`src/rtl/pf_lanectrl_pause_sync_mc_if.sv`:
```
// Lane-control pause bus: asynchronous per-lane pause requests in, synchronised
// pauses and ANY/ALL aggregates out.
interface pf_lanectrl_pause_sync_mc_if #(
    parameter int NUM_LANES = 4
);
    logic [NUM_LANES-1:0] HS_IO_CLK_PAUSE;
    logic [NUM_LANES-1:0] HS_IO_CLK_PAUSE_SYNC;
    logic                 PAUSE_ANY;
    logic                 PAUSE_ALL;

    modport master (
        output HS_IO_CLK_PAUSE,
        input  HS_IO_CLK_PAUSE_SYNC,
        input  PAUSE_ANY,
        input  PAUSE_ALL
    );

    modport slave (
        input  HS_IO_CLK_PAUSE,
        output HS_IO_CLK_PAUSE_SYNC,
        output PAUSE_ANY,
        output PAUSE_ALL
    );
endinterface

```
`src/rtl/pf_lanectrl_pause_sync_mc.sv`:
```
// Multi-lane HS_IO clock-pause synchroniser with minimum-width stretch and post-release guard.
// Optional macro PF_LANECTRL_PAUSE_NEGEDGE_OUT_EN adds a falling-edge retiming flop per lane output.
module pf_lanectrl_pause_sync_mc #(
    parameter int NUM_LANES        = 4,
    parameter int SYNC_STAGES      = 2,
    parameter int MIN_PAUSE_CYCLES = 4,
    parameter int GUARD_CYCLES     = 2
) (
    input  logic                          CLK,
    input  logic                          RESET_N,
    pf_lanectrl_pause_sync_mc_if.slave    bus
);

    localparam int CNT_MAX =
        (MIN_PAUSE_CYCLES > GUARD_CYCLES)
            ? ((MIN_PAUSE_CYCLES > 2) ? MIN_PAUSE_CYCLES : 2)
            : ((GUARD_CYCLES > 2) ? GUARD_CYCLES : 2);
    localparam int CW = $clog2(CNT_MAX);

    localparam logic [CW-1:0] CNT_MIN   = CW'(MIN_PAUSE_CYCLES - 1);
    localparam logic [CW-1:0] CNT_GUARD = CW'((GUARD_CYCLES > 0) ? GUARD_CYCLES - 1 : 0);
    localparam logic [CW-1:0] CNT_ONE   = CW'(1);

    typedef enum logic [1:0] {
        ST_IDLE   = 2'd0,
        ST_ASSERT = 2'd1,
        ST_GUARD  = 2'd2
    } state_e;

    if (NUM_LANES < 1) begin : g_chk_lanes
        $error("pf_lanectrl_pause_sync_mc: NUM_LANES must be >= 1");
    end
    if (SYNC_STAGES < 2) begin : g_chk_stages
        $error("pf_lanectrl_pause_sync_mc: SYNC_STAGES must be >= 2");
    end
    if (MIN_PAUSE_CYCLES < 1) begin : g_chk_min
        $error("pf_lanectrl_pause_sync_mc: MIN_PAUSE_CYCLES must be >= 1");
    end

    logic [NUM_LANES-1:0] pause_sync;

    for (genvar i = 0; i < NUM_LANES; i++) begin : g_lane
        (* syn_keep = 1, HS_IO_CLK_PAUSE_SYNC = 1 *)
        logic [SYNC_STAGES-1:0] sync_q;
        logic                   s;
        state_e                 state_q;
        logic [CW-1:0]          cnt_q;
        logic                   out_q;

        always_ff @(posedge CLK or negedge RESET_N) begin
            if (!RESET_N) begin
                sync_q <= '0;
            end else begin
                sync_q <= {sync_q[SYNC_STAGES-2:0], bus.HS_IO_CLK_PAUSE[i]};
            end
        end

        assign s = sync_q[SYNC_STAGES-1];

        // out_q follows the state one edge later, giving SYNC_STAGES+1 edges of latency
        always_ff @(posedge CLK or negedge RESET_N) begin
            if (!RESET_N) begin
                state_q <= ST_IDLE;
                cnt_q   <= '0;
                out_q   <= 1'b0;
            end else begin
                out_q <= (state_q == ST_ASSERT);
                unique case (state_q)
                    ST_IDLE: begin
                        if (s) begin
                            state_q <= ST_ASSERT;
                            cnt_q   <= CNT_MIN;
                        end
                    end
                    ST_ASSERT: begin
                        if (cnt_q != '0) begin
                            cnt_q <= cnt_q - CNT_ONE;
                        end else if (!s) begin
                            if (GUARD_CYCLES > 0) begin
                                state_q <= ST_GUARD;
                                cnt_q   <= CNT_GUARD;
                            end else begin
                                state_q <= ST_IDLE;
                            end
                        end
                    end
                    ST_GUARD: begin
                        if (cnt_q != '0) begin
                            cnt_q <= cnt_q - CNT_ONE;
                        end else if (s) begin
                            state_q <= ST_ASSERT;
                            cnt_q   <= CNT_MIN;
                        end else begin
                            state_q <= ST_IDLE;
                        end
                    end
                    default: begin
                        state_q <= ST_IDLE;
                        cnt_q   <= '0;
                    end
                endcase
            end
        end

`ifdef PF_LANECTRL_PAUSE_NEGEDGE_OUT_EN
        logic neg_q;

        always_ff @(negedge CLK or negedge RESET_N) begin
            if (!RESET_N) begin
                neg_q <= 1'b0;
            end else begin
                neg_q <= out_q;
            end
        end

        assign pause_sync[i] = neg_q;
`else
        assign pause_sync[i] = out_q;
`endif
    end

    assign bus.HS_IO_CLK_PAUSE_SYNC = pause_sync;
    assign bus.PAUSE_ANY            = |pause_sync;
    assign bus.PAUSE_ALL            = &pause_sync;

endmodule

```
`src/flat_wrapper.sv`:
```
// flat-port wrapper written by rule: the top's interface ports become plain ports
module pf_lanectrl_pause_sync_mc_flat 
#(
    parameter int NUM_LANES        = 4,
    parameter int SYNC_STAGES      = 2,
    parameter int MIN_PAUSE_CYCLES = 4,
    parameter int GUARD_CYCLES     = 2
)
  (CLK, RESET_N, bus_HS_IO_CLK_PAUSE, bus_HS_IO_CLK_PAUSE_SYNC, bus_PAUSE_ANY, bus_PAUSE_ALL);
  pf_lanectrl_pause_sync_mc_if #(.NUM_LANES(NUM_LANES)) bus_i ();
  input  logic CLK;
  input  logic RESET_N;
  input wire logic [$bits(bus_i.HS_IO_CLK_PAUSE)-1:0] bus_HS_IO_CLK_PAUSE;
  output wire logic [$bits(bus_i.HS_IO_CLK_PAUSE_SYNC)-1:0] bus_HS_IO_CLK_PAUSE_SYNC;
  output wire logic [$bits(bus_i.PAUSE_ANY)-1:0] bus_PAUSE_ANY;
  output wire logic [$bits(bus_i.PAUSE_ALL)-1:0] bus_PAUSE_ALL;
  assign bus_i.HS_IO_CLK_PAUSE = bus_HS_IO_CLK_PAUSE;
  assign bus_HS_IO_CLK_PAUSE_SYNC = bus_i.HS_IO_CLK_PAUSE_SYNC;
  assign bus_PAUSE_ANY = bus_i.PAUSE_ANY;
  assign bus_PAUSE_ALL = bus_i.PAUSE_ALL;
  pf_lanectrl_pause_sync_mc #(.NUM_LANES(NUM_LANES), .SYNC_STAGES(SYNC_STAGES), .MIN_PAUSE_CYCLES(MIN_PAUSE_CYCLES), .GUARD_CYCLES(GUARD_CYCLES)) u_core (.CLK(CLK), .RESET_N(RESET_N), .bus(bus_i));
endmodule
```
`config.mk`:
```
export PLATFORM = sky130hd
export DESIGN_NAME = pf_lanectrl_pause_sync_mc_flat
export DESIGN_NICKNAME = d
export VERILOG_FILES = /design/src/rtl/pf_lanectrl_pause_sync_mc_if.sv /design/src/rtl/pf_lanectrl_pause_sync_mc.sv /design/src/flat_wrapper.sv
export SDC_FILE = /design/constraint.sdc
export NUM_CORES = 1
export LEC_CHECK = 0
export ABC_AREA = 1
export BUFFER_PORTS_ARGS = -buffer_cell sky130_fd_sc_hd__buf_2
export CAP_MARGIN = 20
export CORE_MARGIN = 5
export CORE_UTILIZATION = 61
export DETAILED_ROUTE_END_ITERATION = 8
export PLACE_DENSITY = 0.85
export SYNTH_ARGS = -nofsm -noshare
export SYNTH_HDL_FRONTEND = slang
export SYNTH_SLANG_ARGS = --single-unit
```
`constraint.sdc`:
```
create_clock -name CLK -period 1.5 [get_ports CLK]
set_input_delay 0.3 -clock CLK [delete_from_list [all_inputs] [get_ports CLK]]
set_output_delay 0.3 -clock CLK [all_outputs]
set_load 0.05 [all_outputs]
```
# == Yosys cells after proc, flatten, opt, wreduce, memory -nomap -nowiden ==
# Index checks and enable logic that the tools add are counted.
# op_classes
n_addsub,4
eq_ne,28
mux,44
reduce_logical,14
# ops
operator,count
2-to-1 mux 2 bit,32
case mux 2 bit (3 select lines),8
"!= test 2 bit, second input constant",12
AND reduction 4 bit,5
"!= test 3 bit, second input constant",4
"== test 2 x 1 -> 1 bit, second input constant",4
"== test 2 bit, second input constant",4
zero test 2 bit,4
"!= test 2 x 1 -> 1 bit, second input constant",4
nonzero test 2 bit,4
"subtractor 2 x 1 -> 2 bit, second input constant",4
2-to-1 mux 1 bit,4
OR reduction 4 bit,1
# totals
register_bits,28
wordCells,106

# == Longest topological paths before layout ==
# Gate-level depths: netlist (run 1).
# depth
depth_word,3
ltp_mapped,6
ltp_nobuf,6

# == Worst setup path after synthesis (run 1) ==
# No wires, ideal clock.
# synth_path
kind,register to output
start,register u_core.g_lane[2].out_q
end,output bus_PAUSE_ALL
arrival_time_ps,1915
required_time_ps,1200
path_slack_ps,-715
stages_incl_launch_ff,3
path_cell_list,dfrtp_1 -> inv_1 -> nor4_1
# synth_via
elab_chain_cells,1
# synth_rtl
item,line_no,rtl
from (decl),pf_lanectrl_pause_sync_mc.sv:48,logic out_q;
from (signal assigned),pf_lanectrl_pause_sync_mc.sv:67,out_q <= (state_q == ST_ASSERT);
AND reduction 4 bit,pf_lanectrl_pause_sync_mc.sv:124,assign bus.PAUSE_ALL = &pause_sync;
to (decl),flat_wrapper.sv:16,output wire logic [$bits(bus_i.PAUSE_ALL)-1:0] bus_PAUSE_ALL;
# No other way between the ends.

# == Worst setup path after layout (run 1) ==
# Same ends and word-level chain as after synthesis.

==> results of run 1 <==
routing by layer:
metal	track usage (%)	vias up
met5	0	-
met4	6.60	0
met3	2.80	5
met2	27.5	55
met1	20.2	496
li1	-	499
cell families (layout without fill, tap and decap cells):
| family | after synthesis | count (layout) |
|---|---|---|
| buf+inv | 34 | 46 |
| simple gates | 67 | 67 |
| compound gates | 25 | 25 |
| flops | 28 | 28 |
synth_stat cells:
cell type / number / area (µm²)
nand4_1: 2 / 12.5
nand3b_1: 1 / 7.51
nand3_1: 4 / 20.0
nor4_1: 1 / 6.26
a21oi_1: 9 / 45.0
o22ai_1: 1 / 6.26
o21ai_1: 4 / 20.0
o31ai_1: 1 / 7.51
nor3_1: 2 / 10.0
inv_1: 21 / 78.8
o211ai_1: 4 / 30.0
nor2_2: 2 / 12.5
nor2_1: 13 / 48.8
o21ai_0: 6 / 30.0
dfrtp_1: 28 / 701
inv_2: 9 / 33.8
buf_4: 4 / 30.0
nand2_1: 42 / 158
layout make-up:
cell class,count,area [µm²],area share [%]
Clock buffer,4,36.3,2.61
Inverter,30,113,8.10
Timing Repair Buffer,12,77.6,5.58
Multi-Input combinational cell,92,429,30.9
Tap cell,27,33.8,2.43
Sequential cell,28,701,50.4
power groups by stage:
stage / Combinational (W) / Clock (W) / Sequential [W]
after global placement: 0.00135 / 0 / 0.00127
after detailed placement: 0.00144 / 0 / 0.00130
final: 0.00147 / 0.000365 / 0.00129
after CTS: 0.00146 / 0.000374 / 0.00128
after global routing: 0.00166 / 0.000396 / 0.00134
after floorplan: 0.00123 / 0 / 0.00124
sequential cells by signal, indices dropped and copies added, names as in the netlist:
register and count:
u_core.g_lane.cnt_q 8, u_core.g_lane.out_q 4, u_core.g_lane.state_q 8, u_core.g_lane.sync_q 8
final timing paths:
kind	start	slack (ns)	end	depth (start not counted)
setup reg to reg	u_core.g_lane[3].cnt_q[0]$_DFFE_PN0P_	0.38	u_core.g_lane[3].state_q[0]$_DFFE_PN0P_	4
setup / recovery	u_core.g_lane[2].out_q$_DFF_PN0_	-0.02	bus_PAUSE_ALL	3
max in group asynchronous	RESET_N	0.62	u_core.g_lane[2].state_q[1]$_DFFE_PN0P_	2
hold reg to reg	u_core.g_lane[3].sync_q[0]$_DFF_PN0_	0.37	u_core.g_lane[3].sync_q[1]$_DFF_PN0_	0
hold / removal	bus_HS_IO_CLK_PAUSE[2]	0.06	u_core.g_lane[2].sync_q[0]$_DFF_PN0_	1
min in group asynchronous	RESET_N	0.49	u_core.g_lane[1].cnt_q[1]$_DFFE_PN0P_	2
critical path, stage by stage (launching register included):
cell	delay, ns
dfrtp_1	0.38
inv_2	0.05
nor4_4	0.27
buf_6	0.19
through the flow:
stage	total power (W)	setup TNS [ns]
after detailed placement	0.00274	0
final	0.00313	-0.0231
after global placement	0.00262	0
after CTS	0.00312	-0.0388
after global routing	0.00339	-0.0824
after floorplan	0.00247	0
repair_timing:
| action | CTS | global route |
|---|---|---|
| pin swaps | 1 | 1 |
| resized for setup | 3 | 4 |
| gates cloned | 0 | 0 |
| endpoints found under the setup margin | 1 | 2 |
| setup buffers | 0 | 0 |
| endpoints found under the hold margin | 28 | 0 |
| hold buffers | 1 | 0 |
==> flow_summary.ini, run 1 <==
[pwr]
netSwitchingFraction_pct = 47.8
clock_power_share_pct = 11.7
power_frac_seq_pct = 41.2
ir_worst_vdd_v = 0.00118
internal_power_w = 0.00164
power_switching_w = 0.00150
power_leakage_nw = 0.720
p_per_area_mw_per_mm2 = 2250
power.combinational.fraction_pct = 47.1

[routing]
remaining_drc_errors = 0
wl_per_cell_um = 12.0
drt-initial-drc-count = 38
maxUsedRoutingLayer = met4
detail_route.vias_per_cell = 5.47
wl_met3_um = 150
dr_total_vias = 1055
dr_wl_met2_um = 1170
drt-met1-wl_um = 954
routed_wl_um = 2320
firstDrtPassIters = 5
ant_nets = 0

[floorplanning]
fp.coreArea_mm2 = 0.00196
initial_core_util_pct = 64.1
placementRows = 16
fp.dieArea_mm2 = 0.00307
floorplan.io_pins = 12
dieHeight_um = 55.4
die_w_um = 55.4

[clocking]
clk_path_buf_depth = 2
h-tree-depth = 1
clock_sink_count = 28
ctsRootBufferMaster = clkbuf_4
clock_insertion_delay_worst_skew_ns = 0.33
inserted_clock_buffers = 3
worst_setup_hold_path_clk_slew_ns = 0.14
cts_tree = yes

[synth]
muxShareOfSynthArea_pct = 0
synthesis.area_per_instance_um2 = 8.17
simple_logic_cell_fraction_of_the_synthesized_area_pct = 21.9
synthesis.nets = 160
netlist_area_mm2 = 0.00126
synth_compound_gate_area_share_pct = 11.0
synth-adder-area-share_pct = 0
flops_latches_synth = 28
post_syn_instances = 154
dominant_combinational_cell_family_by_area_after_synthesis = simple AND/OR/NAND/NOR gates
part_of_the_yosys_area_used_for_sequential_elements_pct = 55.7
unique_masters_post_synth = 18
yosysWarnings = 0
fraction_of_synthesized_cell_area_in_xor_and_xnor_cells_pct = 0

[outcome]
violations = setup timing
status = finished with violations

[place]
port_buffers = 11
dpl.cell_count = 188
dp_hpwl_um = 1750
placement.setup.worst_slack_ns = 0.254
place_area_mm2 = 0.00133
routabilityCongestion = 0.818

[final_layout]
antenna_cells_inserted = 0
post_route_cells_drive_above_1_share_pct = 17.5
final_common_cell = nand2_1
layout.cells.most_common_list = 42 x nand2_1, 28 x dfrtp_1, 19 x inv_1
layout.cell_area.non_filler_mm2 = 0.00139
fillerInstances = 159
area_growth_pct = 10.5
final_cells = 193
finish.net_count = 173
final_util_pct = 70.9

[timing]
setup-violations-final = 1
finalHoldViolCount = 0
setup_ws_ns = -0.0231
timing.slew.headroom_pct = 61.0
final.hold.worst_slack_ns = 0.0598
achievable-frequency_ghz = 0.657
final_min_period_over_clock_period_pct = 102
min_period_ns = 1.52
max_slew.worst_pin.slew_ns = 0.585
timing_max_transition_violations_final = 0
fin_worst_skew_ns = 0.00491
rsz0062_at_grt = true

[worst_setup_path]
critPathKind = flop to output port
critical_path.endpoint_type = output port
worstPathRequired_ns = 1.20
cp.arrival_ns = 1.22
critical_path.startpoint_type = flop
worst-path-max-fanout = 2

[global_routing]
grt_first_pass_wirelength_um = 4110
grt_usage_pct = 16.2
antenna_found_initial = 0
via_count_of_the_first_global_routing_pass = 987
grt_remaining_overflow = 0
grt_max_degree = 29

[worst_hold_path]
kind_of_path_behind_the_tightest_hold_check = input pin to flop

[run]
maxCapViolCount = 0
Note: power is estimated with default switching activity, not from simulation.
==> run 2: changes to the inputs <==
clock period = 1.95 ns   (was 1.5 ns; I/O delays follow)
==> run 2 against run 1 <==
Net effect:
- clock power down 40%
- die area unchanged
- first-iteration DRC count down 29%
- non-clock buffer count down 1
- the run now ends clean
- power down 27%
- register-to-register slack better by 0.47 ns
- critical path type unchanged
- utilization down 2.3 points
- sequential power down 23%
- routed wire length down 12%
- clock skew about the same
==> flow_summary.ini, run 2 (synthesis gave the netlist of run 1 again) <==
[outcome]
status = finished clean

[global_routing]
grt_remaining_overflow = 0
grt.busiest_layer = met2
globalRouteMet3Util_pct = 3.73
grt_max_degree = 29
antenna_found_initial = 0
grt_first_pass_wirelength_um = 3570
grt_usage_pct = 14.5
via_count_of_the_first_global_routing_pass = 887
groute.layer.met1.usage_pct = 17.8
grtUsageMet2_pct = 24.0

[clocking]
h-tree-depth = 1
cts_tree = yes
worst_setup_hold_path_clk_slew_ns = 0.13
number_of_buffers_added_to_fix_hold_violations_after_cts = 0
ctsRootBufferMaster = clkbuf_4
clock_sink_count = 28
inserted_clock_buffers = 3
clk_path_buf_depth = 2
clock_insertion_delay_worst_skew_ns = 0.31
cts.repair_timing.setup_buffer_count = 0
post_cts_resized = 0

[place]
place_area_mm2 = 0.00132
port_buffers = 11
dp_hpwl_um = 1550
dpl.cell_count = 188
placement.setup.worst_slack_ns = 0.634
routabilityCongestion = 0.731

[worst_setup_path]
reg_to_reg_end = u_core.g_lane[3].state_q[0]$_DFFE_PN0P_
cp-startpoint = u_core.g_lane[2].out_q$_DFF_PN0_
r2r-start = u_core.g_lane[3].cnt_q[1]$_DFFE_PN0P_
critPathKind = flop to output port
critical_path.endpoint_type = output port
worst-path-max-fanout = 2
critical_path.startpoint_type = flop
cp.arrival_ns = 1.28
cp-endpoint = bus_PAUSE_ALL
r2r.worst_path.cells = 4
ff2ff_setup_slack_ns = 0.85
worstPathRequired_ns = 1.56

[pwr]
internal_power_w = 0.00120
power.combinational.fraction_pct = 47.0
power_leakage_nw = 0.704
ir_worst_vdd_v = 0.00104
power_frac_seq_pct = 43.4
clock_power_share_pct = 9.6
power_switching_w = 0.00109
netSwitchingFraction_pct = 47.6
p_per_area_mw_per_mm2 = 1700

[timing]
rsz0062_at_grt = false
max_slew.worst_pin.slew_ns = 0.577
finalHoldViolCount = 0
timing.setup.tns_ns = 0
fin_worst_skew_ns = 0.00460
setup_ws_ns = 0.278
timing.slew.headroom_pct = 61.5
achievable-frequency_ghz = 0.598
min_period_ns = 1.67
setup-violations-final = 0
final_min_period_over_clock_period_pct = 85.7
timing_max_transition_violations_final = 0

[final_layout]
biggestRegsByFlops = u_core.g_lane.cnt_q: 8 flops, u_core.g_lane.state_q: 8 flops, u_core.g_lane.sync_q: 8 flops
finish.net_count = 172
area_growth_pct = 6.97
final_cells = 191
antenna_cells_inserted = 0
layout.cells.most_common_list = 42 x nand2_1, 28 x dfrtp_1, 21 x inv_1
layout.cell_area.non_filler_mm2 = 0.00135
fillerInstances = 175
post_route_cells_drive_above_1_share_pct = 15.9
final_common_cell = nand2_1

[floorplanning]
floorplan.io_pins = 12
initial_core_util_pct = 64.1
placementRows = 16
fp.coreArea_mm2 = 0.00196
dieHeight_um = 55.4
fp.dieArea_mm2 = 0.00307
die_w_um = 55.4

[run]
maxCapViolCount = 0

[routing]
routed_wl_um = 2050
drt-initial-drc-count = 27
ant_nets = 0
dr_total_vias = 981
firstDrtPassIters = 4
wl_per_cell_um = 10.7
detail_route.vias_per_cell = 5.14
remaining_drc_errors = 0

[worst_hold_path]
kind_of_path_behind_the_tightest_hold_check = input pin to asynchronous set/reset pin
[run 2: changes by cell type in the layout (fill, tap and decap cells not counted), moves of 2 or more]
cell	change
buf_2	+2
buf_6	-2
inv_1	+2
inv_2	-2
[run 2: cell type report]
| cell class | count | area (µm²) | area share, % |
|---|---|---|---|
| Multi-Input combinational cell | 92 | 420 | 31.3 |
| Sequential cell | 28 | 701 | 52.1 |
| Inverter | 30 | 113 | 8.37 |
| Timing Repair Buffer | 11 | 55.1 | 4.09 |
| Tap cell | 27 | 33.8 | 2.51 |
| Clock buffer | 3 | 22.5 | 1.67 |
[run 2: worst min path at each step]
stage	endpoint	slack, ns	cells past startpoint
final	u_core.g_lane[1].state_q[0]$_DFFE_PN0P_	0.05	1
after global routing	u_core.g_lane[1].state_q[1]$_DFFE_PN0P_	0.09	1
after CTS	u_core.g_lane[3].cnt_q[0]$_DFFE_PN0P_	0.07	1
after detailed placement	u_core.g_lane[3].sync_q[1]$_DFF_PN0_	0.34	0
after floorplan	u_core.g_lane[0].cnt_q[0]$_DFFE_PN0P_	0.09	0
after global placement	u_core.g_lane[2].sync_q[1]$_DFF_PN0_	0.33	0
[run 2: power groups by stage]
stage / combinational, W / sequential, W / clock (W)
after floorplan: 0.000927 / 0.000957 / 0
after global placement: 0.00102 / 0.000975 / 0
after detailed placement: 0.00107 / 0.000994 / 0
after CTS: 0.00108 / 0.000987 / 0.000229
after global routing: 0.00122 / 0.00101 / 0.000255
final: 0.00107 / 0.000990 / 0.000220
[run 2: worst max-delay path, stage by stage, from the launching register on]
cell and delay [ns]:
dfrtp_1 0.36, inv_1 0.06, nor4_2 0.25, buf_2 0.30
[run 2: metrics by stage]
step           util (%)  hold slack (ns)  power (W)
2_1_floorplan         -           0.0944    0.00188
3_3_place_gp       67.4            0.333    0.00199
3_5_place_dp       67.4            0.339    0.00206
4_1_cts            68.6           0.0702    0.00229
5_1_grt            68.6           0.0883    0.00249
6_report           68.6           0.0520    0.00228
[run 2: layer usage]
metal  part of all wire (%)  vias to the layer above
met5                      0                        -
met4                   0.93                        0
met3                    5.4                        4
met2                     48                       24
met1                     45                      455
li1                       -                      498
==> run 3: changes to the inputs <==
CORE_UTILIZATION = 40   (was 61)
PLACE_DENSITY = 0.61   (was 0.85)
==> run 3 against run 2 <==
Net effect:
- power down 0.69%
- fmax decreased by 0.75%
- clock power barely moved
- final area increased by 1.6%
- combinational power about the same
- global-route usage down 3.9 points
- largest power group unchanged
- first-iteration DRC count shrank 44%
- critical endpoint unchanged
- routed wire length fell by 0.63%
- die area grew 42%
==> flow_summary.ini, run 3 (synthesis gave the netlist of run 1 again) <==
[worst_setup_path]
critical_path.slowest_cell = dfrtp_1
ff2ff_setup_slack_ns = 0.86
timing.critical_path.cells = inv_1 > nor4_2 > buf_2
critPathKind = flop to output port
critical_path.startpoint_type = flop
cp.arrival_ns = 1.29
worst-path-max-fanout = 2
critical_path.endpoint_type = output port
worstPathRequired_ns = 1.56
max_stage_delay_ns = 0.38

[timing]
finalHoldViolCount = 0
fin_worst_skew_ns = 0.00464
min_period_ns = 1.68
setup_ws_ns = 0.266
timing.slew.headroom_pct = 60.7
rsz0062_at_grt = false
max_slew.worst_pin.slew_ns = 0.590
setup-violations-final = 0
timing_max_transition_violations_final = 0
achievable-frequency_ghz = 0.594
final_min_period_over_clock_period_pct = 86.4
timing.setup.tns_ns = 0

[final_layout]
final_util_pct = 45.1
layout.cell_area.non_filler_mm2 = 0.00137
biggestRegsByFlops = u_core.g_lane.cnt_q: 8 flops, u_core.g_lane.state_q: 8 flops, u_core.g_lane.sync_q: 8 flops
antenna_cells_inserted = 0
post_route_cells_drive_above_1_share_pct = 15.9
layout.cells.most_common_list = 42 x nand2_1, 28 x dfrtp_1, 21 x inv_1
finish.net_count = 172
area_growth_pct = 8.66
final_common_cell = nand2_1
fillerInstances = 319

[floorplanning]
placementRows = 20
floorplan.io_pins = 12
die_w_um = 66.1
fp.coreArea_mm2 = 0.00303
initial_core_util_pct = 41.5
fp.dieArea_mm2 = 0.00437
dieHeight_um = 66.1

[routing]
ant_nets = 0
dr_total_vias = 999
drt-initial-drc-count = 15
routed_wl_um = 2040
wl_per_cell_um = 9.79
detail_route.vias_per_cell = 4.80
firstDrtPassIters = 4
remaining_drc_errors = 0

[place]
placement.setup.worst_slack_ns = 0.602
routabilityCongestion = 0.854
dp_hpwl_um = 1630
port_buffers = 11
place_area_mm2 = 0.00134

[clocking]
worst_setup_hold_path_clk_slew_ns = 0.13
number_of_buffers_added_to_fix_hold_violations_after_cts = 0
clock_sink_count = 28
clk_path_buf_depth = 2
clock_insertion_delay_worst_skew_ns = 0.31
post_cts_resized = 0
cts.repair_timing.setup_buffer_count = 0
h-tree-depth = 1
inserted_clock_buffers = 3
cts_tree = yes
ctsRootBufferMaster = clkbuf_4

[global_routing]
grt_max_degree = 29
grt_first_pass_wirelength_um = 3550
grt_usage_pct = 10.6
via_count_of_the_first_global_routing_pass = 898
grt_remaining_overflow = 0
antenna_found_initial = 0

[worst_hold_path]
kind_of_path_behind_the_tightest_hold_check = input pin to asynchronous set/reset pin

[pwr]
ir_worst_vdd_v = 0.000780
p_total_w = 0.00227
power_leakage_nw = 0.704
p_per_area_mw_per_mm2 = 1660

[run]
maxCapViolCount = 0

[outcome]
status = finished clean
[run 3: final timing paths]
| kind | startpoint | to | depth (start not counted) |
|---|---|---|---|
| min in group CLK | bus_HS_IO_CLK_PAUSE[2] | u_core.g_lane[2].sync_q[0]$_DFF_PN0_ | 1 |
| max in group asynchronous | RESET_N | u_core.g_lane[2].state_q[0]$_DFFE_PN0P_ | 1 |
| hold reg to reg | u_core.g_lane[1].sync_q[0]$_DFF_PN0_ | u_core.g_lane[1].sync_q[1]$_DFF_PN0_ | 0 |
| setup / recovery | u_core.g_lane[2].out_q$_DFF_PN0_ | bus_PAUSE_ALL | 3 |
| setup reg to reg | u_core.g_lane[3].cnt_q[1]$_DFFE_PN0P_ | u_core.g_lane[3].state_q[0]$_DFFE_PN0P_ | 4 |
| hold / removal | RESET_N | u_core.g_lane[3].cnt_q[1]$_DFFE_PN0P_ | 1 |
[run 3: final cells by class]
class | count | area (µm²) | share of cell area, %
Sequential cell | 28 | 701 | 51.3
Multi-Input combinational cell | 92 | 420 | 30.8
Inverter | 30 | 113 | 8.24
Timing Repair Buffer | 11 | 55.1 | 4.03
Tap cell | 44 | 55.1 | 4.03
Clock buffer | 3 | 22.5 | 1.65
[run 3: metrics by stage]
stage	hold WS, ns	cells
floorplan	0.0944	154
global placement	0.333	205
detailed placement	0.335	205
CTS	0.0790	208
global route	0.0858	208
finish	0.0619	208
[run 3: critical path, delay by kind of cell (launching register included)]
family,cells,cell delay [ns]
flops,1,0.38
buf+inv,2,0.36
simple gates,1,0.25
[run 3: power breakdown]
part / switching [W] / internal (W)
clock network: 0.000146 / 0.0000722
logic: 0.000736 / 0.000325
registers: 0.000188 / 0.000798
[run 3: layer usage]
| layer | track usage, % | up-vias | wire length (µm) |
|---|---|---|---|
| met2 | 18.3 | 23 | 1000 |
| met5 | 0 | - | 0 |
| met3 | 4.08 | 2 | 104 |
| met4 | 2.79 | 0 | 18 |
| li1 | - | 505 | - |
| met1 | 12.3 | 469 | 910 |
